### config.mk
export PLATFORM = sky130hd
export DESIGN_NAME = reg_encoder
export DESIGN_NICKNAME = d
export VERILOG_FILES = /design/src/rtl/reg_encoder.sv
export SDC_FILE = /design/constraint.sdc
export NUM_CORES = 1
export LEC_CHECK = 0
export BUFFER_PORTS_ARGS = -buffer_cell sky130_fd_sc_hd__buf_2
export CAP_MARGIN = 40
export CORE_MARGIN = 2
export CORE_UTILIZATION = 55
export CTS_CLUSTER_SIZE = 10
export DETAILED_ROUTE_END_ITERATION = 7
export PLACE_DENSITY = 0.91
export SLEW_MARGIN = 20
export SYNTH_ARGS = -nofsm -noshare
export SYNTH_HDL_FRONTEND = slang
export SYNTH_SLANG_ARGS = --single-unit
### constraint.sdc
create_clock -name clk -period 12.4 [get_ports clk]
set_input_delay 0.62 -clock clk [delete_from_list [all_inputs] [get_ports clk]]
set_output_delay 0.62 -clock clk [all_outputs]
set_load 0.03 [all_outputs]
### src/rtl/reg_encoder.sv
// reg_encoder: one-hot register-select encoder feeding a 2-entry FIFO, with multi-hot error tracking.
module reg_encoder #(
    parameter int CNT_W = 8
) (
    input  logic             clk,
    input  logic             rst,
    input  logic             in_valid,
    input  logic [13:0]      in_onehot,
    output logic             in_ready,
    output logic             out_valid,
    output logic [3:0]       out_addr,
    output logic             out_err,
    input  logic             out_ready,
    output logic             err_sticky,
    input  logic             err_clr,
    output logic [CNT_W-1:0] err_cnt
);
    typedef enum logic [1:0] {EMPTY, ONE, FULL} state_t;
    state_t state_q, state_d;
    logic [4:0] head_q, head_d, tail_q, tail_d;
    logic [4:0] enc;
    logic push, pop;
    logic sticky_q, sticky_d;
    logic [CNT_W-1:0] cnt_q, cnt_d;

    // entries are {addr, err}; bit13 maps to 1 and bit0 to 14
    always_comb begin
        enc = 5'b0;
        for (int i = 0; i < 14; i++)
            if (in_onehot[i]) enc = {4'(14 - i), 1'b0};
        if ($countones(in_onehot) > 1) enc = 5'b11111;
    end

    always_ff @(posedge clk) begin
        if (rst) begin
            state_q  <= EMPTY;
            head_q   <= '0;
            tail_q   <= '0;
            sticky_q <= 1'b0;
            cnt_q    <= '0;
        end else begin
            state_q  <= state_d;
            head_q   <= head_d;
            tail_q   <= tail_d;
            sticky_q <= sticky_d;
            cnt_q    <= cnt_d;
        end
    end

    always_comb begin
        state_d = state_q;
        case (state_q)
            EMPTY:   state_d = push ? ONE : EMPTY;
            ONE:     state_d = (push && !pop) ? FULL : (pop && !push) ? EMPTY : ONE;
            FULL:    state_d = pop ? ONE : FULL;
            default: state_d = EMPTY;
        endcase
    end

    always_comb begin
        in_ready   = state_q != FULL;
        out_valid  = state_q != EMPTY;
        push       = in_valid && in_ready;
        pop        = out_valid && out_ready;
        {out_addr, out_err} = head_q;
        err_sticky = sticky_q;
        err_cnt    = cnt_q;
    end

    // head is zeroed when the FIFO drains so an empty FIFO reads NONE
    always_comb begin
        head_d = head_q;
        tail_d = tail_q;
        if (pop) head_d = (state_q == FULL) ? tail_q : push ? enc : 5'b0;
        else if (push && state_q == EMPTY) head_d = enc;
        if (push && !pop && state_q == ONE) tail_d = enc;
        sticky_d = (push && enc[0]) || (sticky_q && !err_clr);
        cnt_d    = (push && enc[0] && cnt_q != '1) ? cnt_q + 1'b1 : cnt_q;
    end
endmodule

## Yosys cells after proc, flatten, opt, wreduce, memory -nomap -nowiden

Index checks and enable logic that the tools add are counted.

- Logic and storage cells: 64
- Bits in registers: 21
- Memories kept: 0
- Bits in latches: 0
- ROM bits: 0
- Output and inout bits: 16
- RAM bits: 0
- Input bits: 19

- Shifts and indexed selects: 0
- Magnitude comparators: 1
- Bitwise operators: 0
- Equal/unequal tests: 4
- Muxes and demuxes: 24
- Reductions and logical operators: 16
- Multipliers: 0
- Divide/modulo/power cells: 0
- Add/sub/neg operators: 14

Operators by type and width:

| kind | number |
|---|---|
| 5-bit 2-to-1 mux | 19 |
| 1-bit by 1-bit adder with 2-bit output | 7 |
| 2-bit by 2-bit adder with 3-bit output | 3 |
| 1-bit logical AND | 9 |
| 8-bit by 1-bit adder with 8-bit output (second input constant) | 1 |
| 8-bit != test (second input constant) | 1 |
| 2-bit one-hot mux with 3 select lines | 1 |
| 4-bit by 4-bit adder with 5-bit output | 1 |
| 5-bit by 1-bit greater-than comparator with 1-bit output (second input constant) | 1 |
| 3-bit by 2-bit adder with 4-bit output | 1 |
| 3-bit by 3-bit adder with 4-bit output | 1 |
| 2-bit 2-to-1 mux | 2 |
| 2-bit nonzero test | 2 |
| 1-bit logical NOT | 3 |
| 2-bit by 1-bit equality test with 1-bit output (second input constant) | 1 |
| 2-bit equality test (second input constant) | 1 |
| 2-bit logical NOT | 1 |
| 1-bit 2-to-1 mux | 2 |
| 2-bit != test (second input constant) | 1 |
| 1-bit logical OR | 1 |

## Longest topological paths before layout

Gate-level depths: netlist of the first run.

- Word-level depth: 18
- Depth in mapped cells: 14
- Mapped depth without buffers: 13

## Worst setup path after synthesis of the first run

OpenSTA, ideal clock, no wires.

- Path type: input-to-reg
- From: input port in_onehot[0]
- To: register cnt_q[0], in the netlist err_cnt[0]
- Buffers on the path: 1
- Data required time: 12.279 ns
- Library setup time: 0.121 ns
- Slack: 7.925 ns
- Stages on the path: 13
- Arrival time: 4.355 ns
- Path through: inv_1 -> fa_1 -> fa_1 -> fa_1 -> fa_1 -> inv_1 -> ha_1 -> fa_1 -> a211oi_1 -> a31o_1 -> buf_6 -> nor3_1 -> mux2_2

- Longest elaborated chain between the ends: 8

RTL lines:

| element | RTL line | source |
|---|---|---|
| from (decl) | 8 | `input logic [13:0] in_onehot,` |
| 1-bit by 1-bit adder with 2-bit output (not written as such) | 31 | `if ($countones(in_onehot) > 1) enc = 5'b11111;` |
| 2-bit by 2-bit adder with 3-bit output (not written as such) | 31 |  |
| 3-bit by 3-bit adder with 4-bit output (not written as such) | 31 |  |
| 4-bit by 4-bit adder with 5-bit output (not written as such) | 31 |  |
| 5-bit by 1-bit greater-than comparator with 1-bit output | 31 |  |
| 5-bit 2-to-1 mux | 31 |  |
| 1-bit logical AND (2 in series) | 78 | `cnt_d = (push && enc[0] && cnt_q != '1) ? cnt_q + 1'b1 : cnt_q;` |
| to (signal assigned) | 46 | `cnt_q <= cnt_d;` |
| to (decl) | 24 | `logic [CNT_W-1:0] cnt_q, cnt_d;` |

Every way passes these cells.
A chain may end at the register's enable or synchronous reset.

## Worst setup path in the final report of the first run

- From: input port in_onehot[1]
- To: register cnt_q[0], in the netlist err_cnt[0]

- Longest elaborated chain between the ends: 16
- Elaborated cells between the ends (all ways): 21
- Classes of those cells: add/sub: 4; order compare: 1; mux: 14; reduce/logical: 2

RTL lines:

| element | RTL line |
|---|---|
| parallel branches: the longest is 13 deep, another holds 4-bit by 4-bit adder with 5-bit output | -- |
| 5-bit 2-to-1 mux * | 31 |
| 1-bit logical AND * (2 in series) | 78 |

Mark *: on every way between the ends.

==> run summary, run 1 <==
status = complete, no violations
via count = 1434
most frequent cells in the layout = buf_2, inv_1, nor2_1
LEAKAGE = 0.807 nW
Yosys top cell by area = dfxtp_1
Routed Antenna Nets = 0
peak supply drop = 135 µV
Period minus WS final = 4620 ps
post-CTS setup repair buffer count = 0
PwrDens = 143 nW/µm²
RSZ-0062 raised after global routing = false
number of synthesized register bits = 21
dominant cells by area after synthesis = dfxtp_1, fa_1, inv_1
hold buffers post-CTS = 0
period utilization = 37.2%
final max-slew violation count = 0
clock latency on the worst-skew pair = 310 ps
relative slew slack = 66.4%
htree depth = 1
Synth Flop Type = dfxtp_1
placed cell areas = 1730 µm²
DR iter-0 viols = 52
CORE AREA = 2730 µm²
Setup Skew = 13.4 ps
# DRC = 0
final setup vio count = 0
synthesized area per cell = 8.35 µm²
Synth top area share = 26.9%
total CTS buffers = 3
Post-synth EDFFs = 0
Top Family by Delay on Critical Path = adder cells
critical path type = in2reg
P&R area growth vs syn = 12.3%
Ys Warns = 0
drt wl/cell = 13.2 µm
vias in the first global route = 1357
clock tree sinks = 21
Die Ht = 57.3 µm
worst hold path class = reg2reg
Final #Nets = 254
total gr overflow = 0
Final TNS setup = 0 ps
Total GRT Usage = 22.2%
synthesized area = 1560 µm²
crit path launch type = input pin
first-pass GRT wire length = 5730 µm
synth unique cells = 49
CP peak stage delay = 550 ps
Detailed Routing Iterations Pass 1 = 4
Initial Utilization = 57.1%
required time of the worst setup path = 12600 ps
Max FO, Critical Path = 11
CP endpoint kind = flop
sequential fraction of the synthesis area = 26.9%
placed cell count = 245
max cap viols = 0
Data arrival, critical path = 4820 ps
CTS clk-pin slew, worst paths = 130 ps
# diodes = 0
Die ar. = 3280 µm²
critical-path cell list = buf_2 > inv_1 > fa_1 > fa_1 > fa_1 > fa_1 > inv_1 > ha_1 > fa_1 > nor4_1 > a31o_1 > nor3_1 > mux2_2
syn nets = 222
post-cts sizing count = 0
ratio of cells with drive above 1 in the final layout = 21.6%
Synth async-reset ratio = 0%
CP bufs+invs = 3
Bufs on Longest Clock Path = 2
DP HPWL = 2570 µm
post-synthesis cell count = 187
largest net degree at the start of global routing = 27
final wirelength = 3290 µm
die span in x = 57.3 µm
fin area = 1750 µm²
antenna violations before repair = 0
row count = 19
critical path's most frequent cell = fa_1
# IOs = 35
Root Driver = clkbuf_4
Port Buffers = 34
CTS tree = yes
measured slew at the worst slew-check pin = 499 ps
Worst path slowest cell = fa_1
Non-Filler Instances = 249
final hold violations = 0
internal reg-to-reg setup slack = 10490 ps
routed vias/inst = 5.76
routability cong. = 0.834
commonest non-fill, non-tap cell in the layout = buf_2
maximum clock frequency = 217 MHz
per-layer routing:
| metal | GRT usage (%) | routed length (µm) | share of wire [%] |
|---|---|---|---|
| met2 | 37.6 | 1660 | 50 |
| met3 | 5.44 | 194 | 5.9 |
| met4 | 7.31 | 36 | 1.1 |
| met1 | 27.8 | 1400 | 43 |
| met5 | 0 | 0 | 0 |
cell families after synthesis:
family / after synthesis / synth area share (%)
mux: 6 / 4.17
flops: 21 / 26.9
fa+ha+maj: 16 / 17.1
compound gates: 42 / 19.2
buf+inv: 32 / 8.89
simple gates: 70 / 23.6
worst paths after layout:
path	startpoint	end	cells after the start
worst max-delay path	in_onehot[1]	err_cnt[0]	13
worst max register to register	state_q[1]	tail_q[2]	6
worst min-delay path	tail_q[0]	tail_q[0]	2
worst min register to register	tail_q[0]	tail_q[0]	2
final cells by class:
type | count | area (µm²)
Clock buffer | 3 | 22.5
Clock inverter | 1 | 5.00
Fill cell | 239 | 981
Inverter | 25 | 93.8
Multi-Input combinational cell | 134 | 1000
Sequential cell | 21 | 420
Tap cell | 31 | 38.8
Timing Repair Buffer | 34 | 170
state kept, by name (all words and copies together) (netlist names):
| register | flops |
|---|---|
| tail_q | 5 |
| head_q | 5 |
| err_cnt | 8 |
| err_sticky | 1 |
| state_q | 2 |
power breakdown:
part | internal (W) | total, W | leakage (nW) | switching [W]
clock | 0.0000120 | 0.0000333 | 0.0177 | 0.0000213
sequential | 0.0000770 | 0.0000838 | 0.172 | 0.00000681
combinational | 0.0000485 | 0.000133 | 0.617 | 0.0000842
total | 0.000138 | 0.000250 | 0.807 | 0.000112
worst register-to-register path, stage by stage, from the launching register on:
cell,delay [ps]
dfxtp_1,430
or2b_2,350
nand2_2,160
inv_1,100
ha_1,200
and3b_1,280
a311oi_1,320
synth_stat cells, types with 2 or more instances:
cell and n:
nand2b_1 3, and3b_1 2, ha_1 7, dfxtp_1 21
or4_1 3, inv_1 25, fa_1 9, mux2_2 4
o21ai_1 2, o21a_1 2, clkbuf_1 3, o31ai_1 2
nand3b_1 2, a311oi_1 2, nor4_1 5, nor2_1 23
o21ai_0 3, a21oi_1 10, nor3_1 8, nand3_1 3
nand2_1 8, a221oi_1 2, mux2i_1 2, a211oi_1 6
nor2b_1 6
per-stage QoR:
stage | total power, W | hold slack, ps | setup WS, ps | utilization, %
2_1_floorplan | 0.000191 | 436 | 7920 | -
3_3_place_gp | 0.000211 | 448 | 7680 | 63.1
3_5_place_dp | 0.000216 | 454 | 7500 | 63.1
4_1_cts | 0.000250 | 471 | 7830 | 64.1
5_1_grt | 0.000271 | 500 | 7600 | 64.1
6_report | 0.000250 | 467 | 7780 | 64.1
Note: power is estimated with default switching activity, not from simulation.
==> run 2, diff against run 1 <==
CORE_UTILIZATION = 54   (was 55)
PLACE_DENSITY = 0.9   (was 0.91)
clock period = 4.5 ns   (was 12.4 ns; I/O delays follow)
==> run 2 against run 1 <==
  * Die area rose by 1.7%
  * Utilization is 0.55 points lower
  * Largest power group unchanged
  * Final cell count stayed put
  * Via count is 1.1% lower
  * Clock power grew to 2.8 times the previous value
  * Critical endpoint unchanged
  * Setup slack worse by 7400 ps
  * Flip-flop and latch count did not move
==> run summary, run 2 (synthesized netlist as in run 1, its figures left out) <==
Detailed Routing Iterations Pass 1 = 4 (unchanged)
Period minus WS final = 4090 ps
reg2reg start = state_q[1] (unchanged)
Bufs on Longest Clock Path = 2 (unchanged)
most frequent cells in the layout = buf_2, inv_1, nor2_1 (unchanged)
placed cell areas = 1730 µm² (unchanged)
Setup Skew = 5.15 ps (was 13.4 ps)
Final TNS setup = 0 ps (unchanged)
critical path's most frequent cell = fa_1 (unchanged)
Final #Nets = 254 (unchanged)
CORE AREA = 2760 µm² (was 2730 µm²)
period utilization = 90.8%
Largest register FFs = 8 (unchanged)
met3 Use GR = 4.46% (was 5.44%)
Root Driver = clkbuf_4 (unchanged)
first-pass GRT wire length = 5570 µm (was 5730 µm)
Top Family by Delay on Critical Path = adder cells (unchanged)
CP Launch Point = in_onehot[1] (unchanged)
Routed Antenna Nets = 0 (unchanged)
# diodes = 0 (unchanged)
CP endpoint kind = flop (unchanged)
busiest metal layer after global routing = met2 (unchanged)
status = complete, no violations (unchanged)
PwrDens = 386 nW/µm² (was 143 nW/µm²)
Final Power = 0.000676 W (was 0.000250 W)
LEAKAGE = 0.807 nW (unchanged)
Data arrival, critical path = 4290 ps (was 4820 ps)
Initial Utilization = 56.6% (was 57.1%)
RSZ-0062 raised after global routing = false (unchanged)
relative slew slack = 67.2% (was 66.4%)
crit path launch type = input pin (unchanged)
ratio of cells with drive above 1 in the final layout = 21.6% (unchanged)
clock latency on the worst-skew pair = 310 ps (about the same)
largest net degree at the start of global routing = 27 (unchanged)
CTS tree = yes (unchanged)
routed vias/inst = 5.69 (was 5.76)
# fillers = 252 (was 239)
post-CTS setup repair buffer count = 0 (unchanged)
commonest non-fill, non-tap cell in the layout = buf_2 (unchanged)
total CTS buffers = 3 (unchanged)
post-cts sizing count = 0 (unchanged)
# DRC = 0 (unchanged)
met1 usage in global routing = 29.2% (was 27.8%)
final setup vio count = 0 (unchanged)
final wirelength = 3070 µm (was 3290 µm)
worst hold path class = in2reg (was reg2reg)
# IOs = 35 (unchanged)
hold buffers post-CTS = 0 (unchanged)
drt wl/cell = 12.3 µm (was 13.2 µm)
critical path type = in2reg (unchanged)
GR Util met2 = 33.8% (was 37.6%)
Non-Filler Instances = 249 (unchanged)
placed cell count = 245 (unchanged)
routability cong. = 0.842 (was 0.834)
Die Ht = 57.8 µm (was 57.3 µm)
clock tree sinks = 21 (unchanged)
max cap viols = 0 (unchanged)
CP peak stage delay = 540 ps (was 550 ps)
Port Buffers = 34 (unchanged)
critical-path cell list = buf_2 > inv_1 > fa_1 > fa_1 > fa_1 > fa_1 > inv_1 > ha_1 > fa_1 > nor4_1 > a31o_1 > nor3_1 > mux2_2 (unchanged)
CP bufs+invs = 3 (unchanged)
CTS clk-pin slew, worst paths = 110 ps (was 130 ps)
htree depth = 1 (unchanged)
via count = 1418 (was 1434)
vias in the first global route = 1279 (was 1357)
measured slew at the worst slew-check pin = 491 ps (was 499 ps)
total gr overflow = 0 (unchanged)
fin area = 1750 µm² (unchanged)
final max-slew violation count = 0 (unchanged)
Worst path slowest cell = fa_1 (unchanged)
Die ar. = 3340 µm² (was 3280 µm²)
antenna violations before repair = 0 (unchanged)
die span in x = 57.8 µm (was 57.3 µm)
row count = 19 (unchanged)
maximum clock frequency = 245 MHz
P&R area growth vs syn = 12.3% (unchanged)
Total GRT Usage = 20.7% (was 22.2%)
required time of the worst setup path = 4710 ps (was 12600 ps)
peak supply drop = 282 µV (was 135 µV)
Max FO, Critical Path = 11 (unchanged)
DP HPWL = 2400 µm (was 2570 µm)
hold wc startpoint = err_clr (was tail_q[0])
DR iter-0 viols = 32 (was 52)
final hold violations = 0 (unchanged)
run 2: cell counts in the layout (fill, tap and decap cells not counted):
No cell type changed its count.
run 2: layer usage:
layer / wire length, µm / part of all wire, % / vias to the layer above
met5: 0 / 0 / -
met1: 1470 / 48 / 653
met3: 190 / 6.2 / 2
met2: 1400 / 46 / 44
li1: - / - / 719
met4: 12 / 0.39 / 0
run 2: layout make-up:
class                           instances  area, µm²  share of cell area, %
Timing Repair Buffer                   34        170                   9.71
Clock inverter                          1       5.00                  0.286
Clock buffer                            3       22.5                   1.28
Sequential cell                        21        420                   24.0
Inverter                               25       93.8                   5.35
Tap cell                               31       38.8                   2.21
Multi-Input combinational cell        134       1000                   57.2
run 2: stage by stage:
stage / utilization [%] / setup slack (ps) / hold slack (ps)
after floorplan: - / 420 / 408
after global placement: 62.6 / 166 / 450
after detailed placement: 62.6 / 79.5 / 460
after CTS: 63.6 / 428 / 207
after global routing: 63.6 / 237 / 216
final: 63.6 / 413 / 219
run 2: power breakdown:
group	switching (W)	internal, W
clock	0.0000586	0.0000332
combinational	0.000221	0.000132
sequential	0.0000186	0.000212
total	0.000299	0.000377
run 2: tightest hold or removal path, stage by stage:
cell,delay (ps)
buf_2,70
nor2b_1,30
a21oi_1,110
nor2_1,50
run 2: final timing paths:
check	to	slack, ps	cells past startpoint
worst max-delay path	err_cnt[0]	410	13
worst min-delay path	err_sticky	220	4
worst max register to register	tail_q[2]	2610	6
worst min register to register	tail_q[0]	490	2
==> run 3, diff against run 2 <==
GPL_TIMING_DRIVEN = 0   (was default)
==> run 3 against run 2 <==
  * Maximum frequency decreased by 0.10%
  * Critical path depth up 1
  * Die area stayed put
  * Combinational power grew 9.3%
  * Setup slack got worse by 4.2 ps
  * Power rose by 5.6%
  * First-iteration DRC count grew 97%
  * Flip-flop and latch count unchanged
  * Critical path type unchanged
==> run summary, run 3 (synthesized netlist as in run 1, its figures left out) <==
clock share of power = 13.8% (was 13.6%)
maximum clock frequency = 244 MHz (was 245 MHz)
hold_ws = 194 ps (was 219 ps)
final hold violations = 0 (unchanged)
routed vias/inst = 5.82 (was 5.69)
multi-input logic area = 1000 µm² (unchanged)
# IOs = 35 (unchanged)
switch share = 44.6% (was 44.2%)
Largest register FFs = 8 (unchanged)
CP endpoint kind = flop (unchanged)
measured slew at the worst slew-check pin = 520 ps (was 491 ps)
Sequential Area = 420 µm² (unchanged)
Bufs on Longest Clock Path = 2 (unchanged)
Data arrival, critical path = 4310 ps (was 4290 ps)
critical path type = in2reg (unchanged)
Routed Antenna Nets = 0 (unchanged)
internal power = 0.000395 W (was 0.000377 W)
DR iter-0 viols = 63 (was 32)
final max-slew violation count = 0 (unchanged)
Die Ht = 57.8 µm (unchanged)
Max FO, Critical Path = 10 (was 11)
final setup vio count = 0 (unchanged)
P_sw = 0.000318 W (was 0.000299 W)
clock tree sinks = 21 (unchanged)
CORE AREA = 2760 µm² (unchanged)
htree depth = 1 (unchanged)
# diodes = 0 (unchanged)
Period minus WS final = 4090 ps (about the same)
row count = 19 (unchanged)
ratio of cells with drive above 1 in the final layout = 21.9% (was 21.6%)
period utilization = 90.9% (was 90.8%)
largest net degree at the start of global routing = 13 (was 27)
PwrDens = 398 nW/µm² (was 386 nW/µm²)
post-cts sizing count = 0 (unchanged)
Final #Nets = 260 (was 254)
Logic pwr share = 54.0% (was 52.3%)
crit path launch type = input pin (unchanged)
most frequent cells in the layout = buf_2, inv_1, nor2_1 (unchanged)
total gr overflow = 0 (unchanged)
antenna violations before repair = 0 (unchanged)
first-pass GRT wire length = 5840 µm (was 5570 µm)
Port Buffers = 33 (was 34)
drt wl/cell = 13.4 µm (was 12.3 µm)
via count = 1484 (was 1418)
clock latency on the worst-skew pair = 330 ps (was 310 ps)
P&R area growth vs syn = 14.8% (was 12.3%)
Final Util = 65.0% (was 63.6%)
routability cong. = 0.838 (was 0.842)
post-CTS setup repair buffer count = 0 (unchanged)
max cap viols = 0 (unchanged)
required time of the worst setup path = 4720 ps (was 4710 ps)
CTS clk-pin slew, worst paths = 120 ps (was 110 ps)
peak supply drop = 337 µV (was 282 µV)
commonest non-fill, non-tap cell in the layout = buf_2 (unchanged)
die span in x = 57.8 µm (unchanged)
total CTS buffers = 3 (unchanged)
Initial Utilization = 56.6% (unchanged)
LEAKAGE = 0.826 nW (was 0.807 nW)
Total GRT Usage = 22.7% (was 20.7%)
status = complete, no violations (unchanged)
Setup Skew = 13.1 ps (was 5.15 ps)
worst hold path class = in2reg (unchanged)
# DRC = 0 (unchanged)
final wirelength = 3410 µm (was 3070 µm)
CTS tree = yes (unchanged)
Die ar. = 3340 µm² (unchanged)
Root Driver = clkbuf_4 (unchanged)
RSZ-0062 raised after global routing = false (unchanged)
DP HPWL = 2580 µm (was 2400 µm)
# fillers = 246 (was 252)
Detailed Routing Iterations Pass 1 = 4 (unchanged)
relative slew slack = 65.2% (was 67.2%)
hold buffers post-CTS = 0 (unchanged)
Seq pwr share = 32.1% (was 34.2%)
vias in the first global route = 1334 (was 1279)
Final TNS setup = 0 ps (unchanged)
run 3: area by class of cell:
type	count	share of cell area [%]
Multi-Input combinational cell	134	55.9
Sequential cell	21	23.4
Timing Repair Buffer	33	9.21
Inverter	25	5.23
Buffer	7	2.51
Tap cell	31	2.16
Clock buffer	3	1.26
Clock inverter	1	0.279
run 3: routing by layer:
| metal | global-route usage [%] | part of all wire, % |
|---|---|---|
| met1 | 28.3 | 45 |
| met2 | 37.5 | 47 |
| met3 | 5.13 | 6.0 |
| met4 | 9.97 | 1.6 |
| met5 | 0 | 0 |
run 3: path summary, 6_finish.rpt:
kind                startpoint  slack (ps)    endpoint  cells after the start
hold reg to reg      tail_q[0]         480   tail_q[0]                      2
hold / removal       out_ready         190  state_q[1]                      4
setup / recovery  in_onehot[5]         410  err_cnt[0]                     14
setup reg to reg    state_q[0]        2530   tail_q[2]                      8
run 3: through the flow:
stage                     worst slack [ps]  cells  area, µm²  power [W]
after floorplan                        420    187       1560   0.000526
after global placement                 139    251       1770   0.000607
after detailed placement              67.3    251       1770   0.000620
after CTS                              403    255       1790   0.000716
after global routing                   250    255       1790   0.000776
final                                  409    255       1790   0.000714
run 3: worst max-delay path: stages:
cell and delay, ps:
buf_2 130, fa_1 540, inv_1 50, fa_1 450
fa_1 510, fa_1 500, inv_1 40, ha_1 200
fa_1 510, a211oi_1 70, a31o_1 260, buf_6 140
nor3_1 300, mux2_2 380
run 3: power by group through the flow:
stage	Clock, W	Sequential (W)	Combinational [W]
2_1_floorplan	0	0.000273	0.000254
3_3_place_gp	0	0.000233	0.000374
3_5_place_dp	0	0.000233	0.000387
4_1_cts	0.0000975	0.000229	0.000389
5_1_grt	0.000105	0.000233	0.000438
6_report	0.0000986	0.000229	0.000386
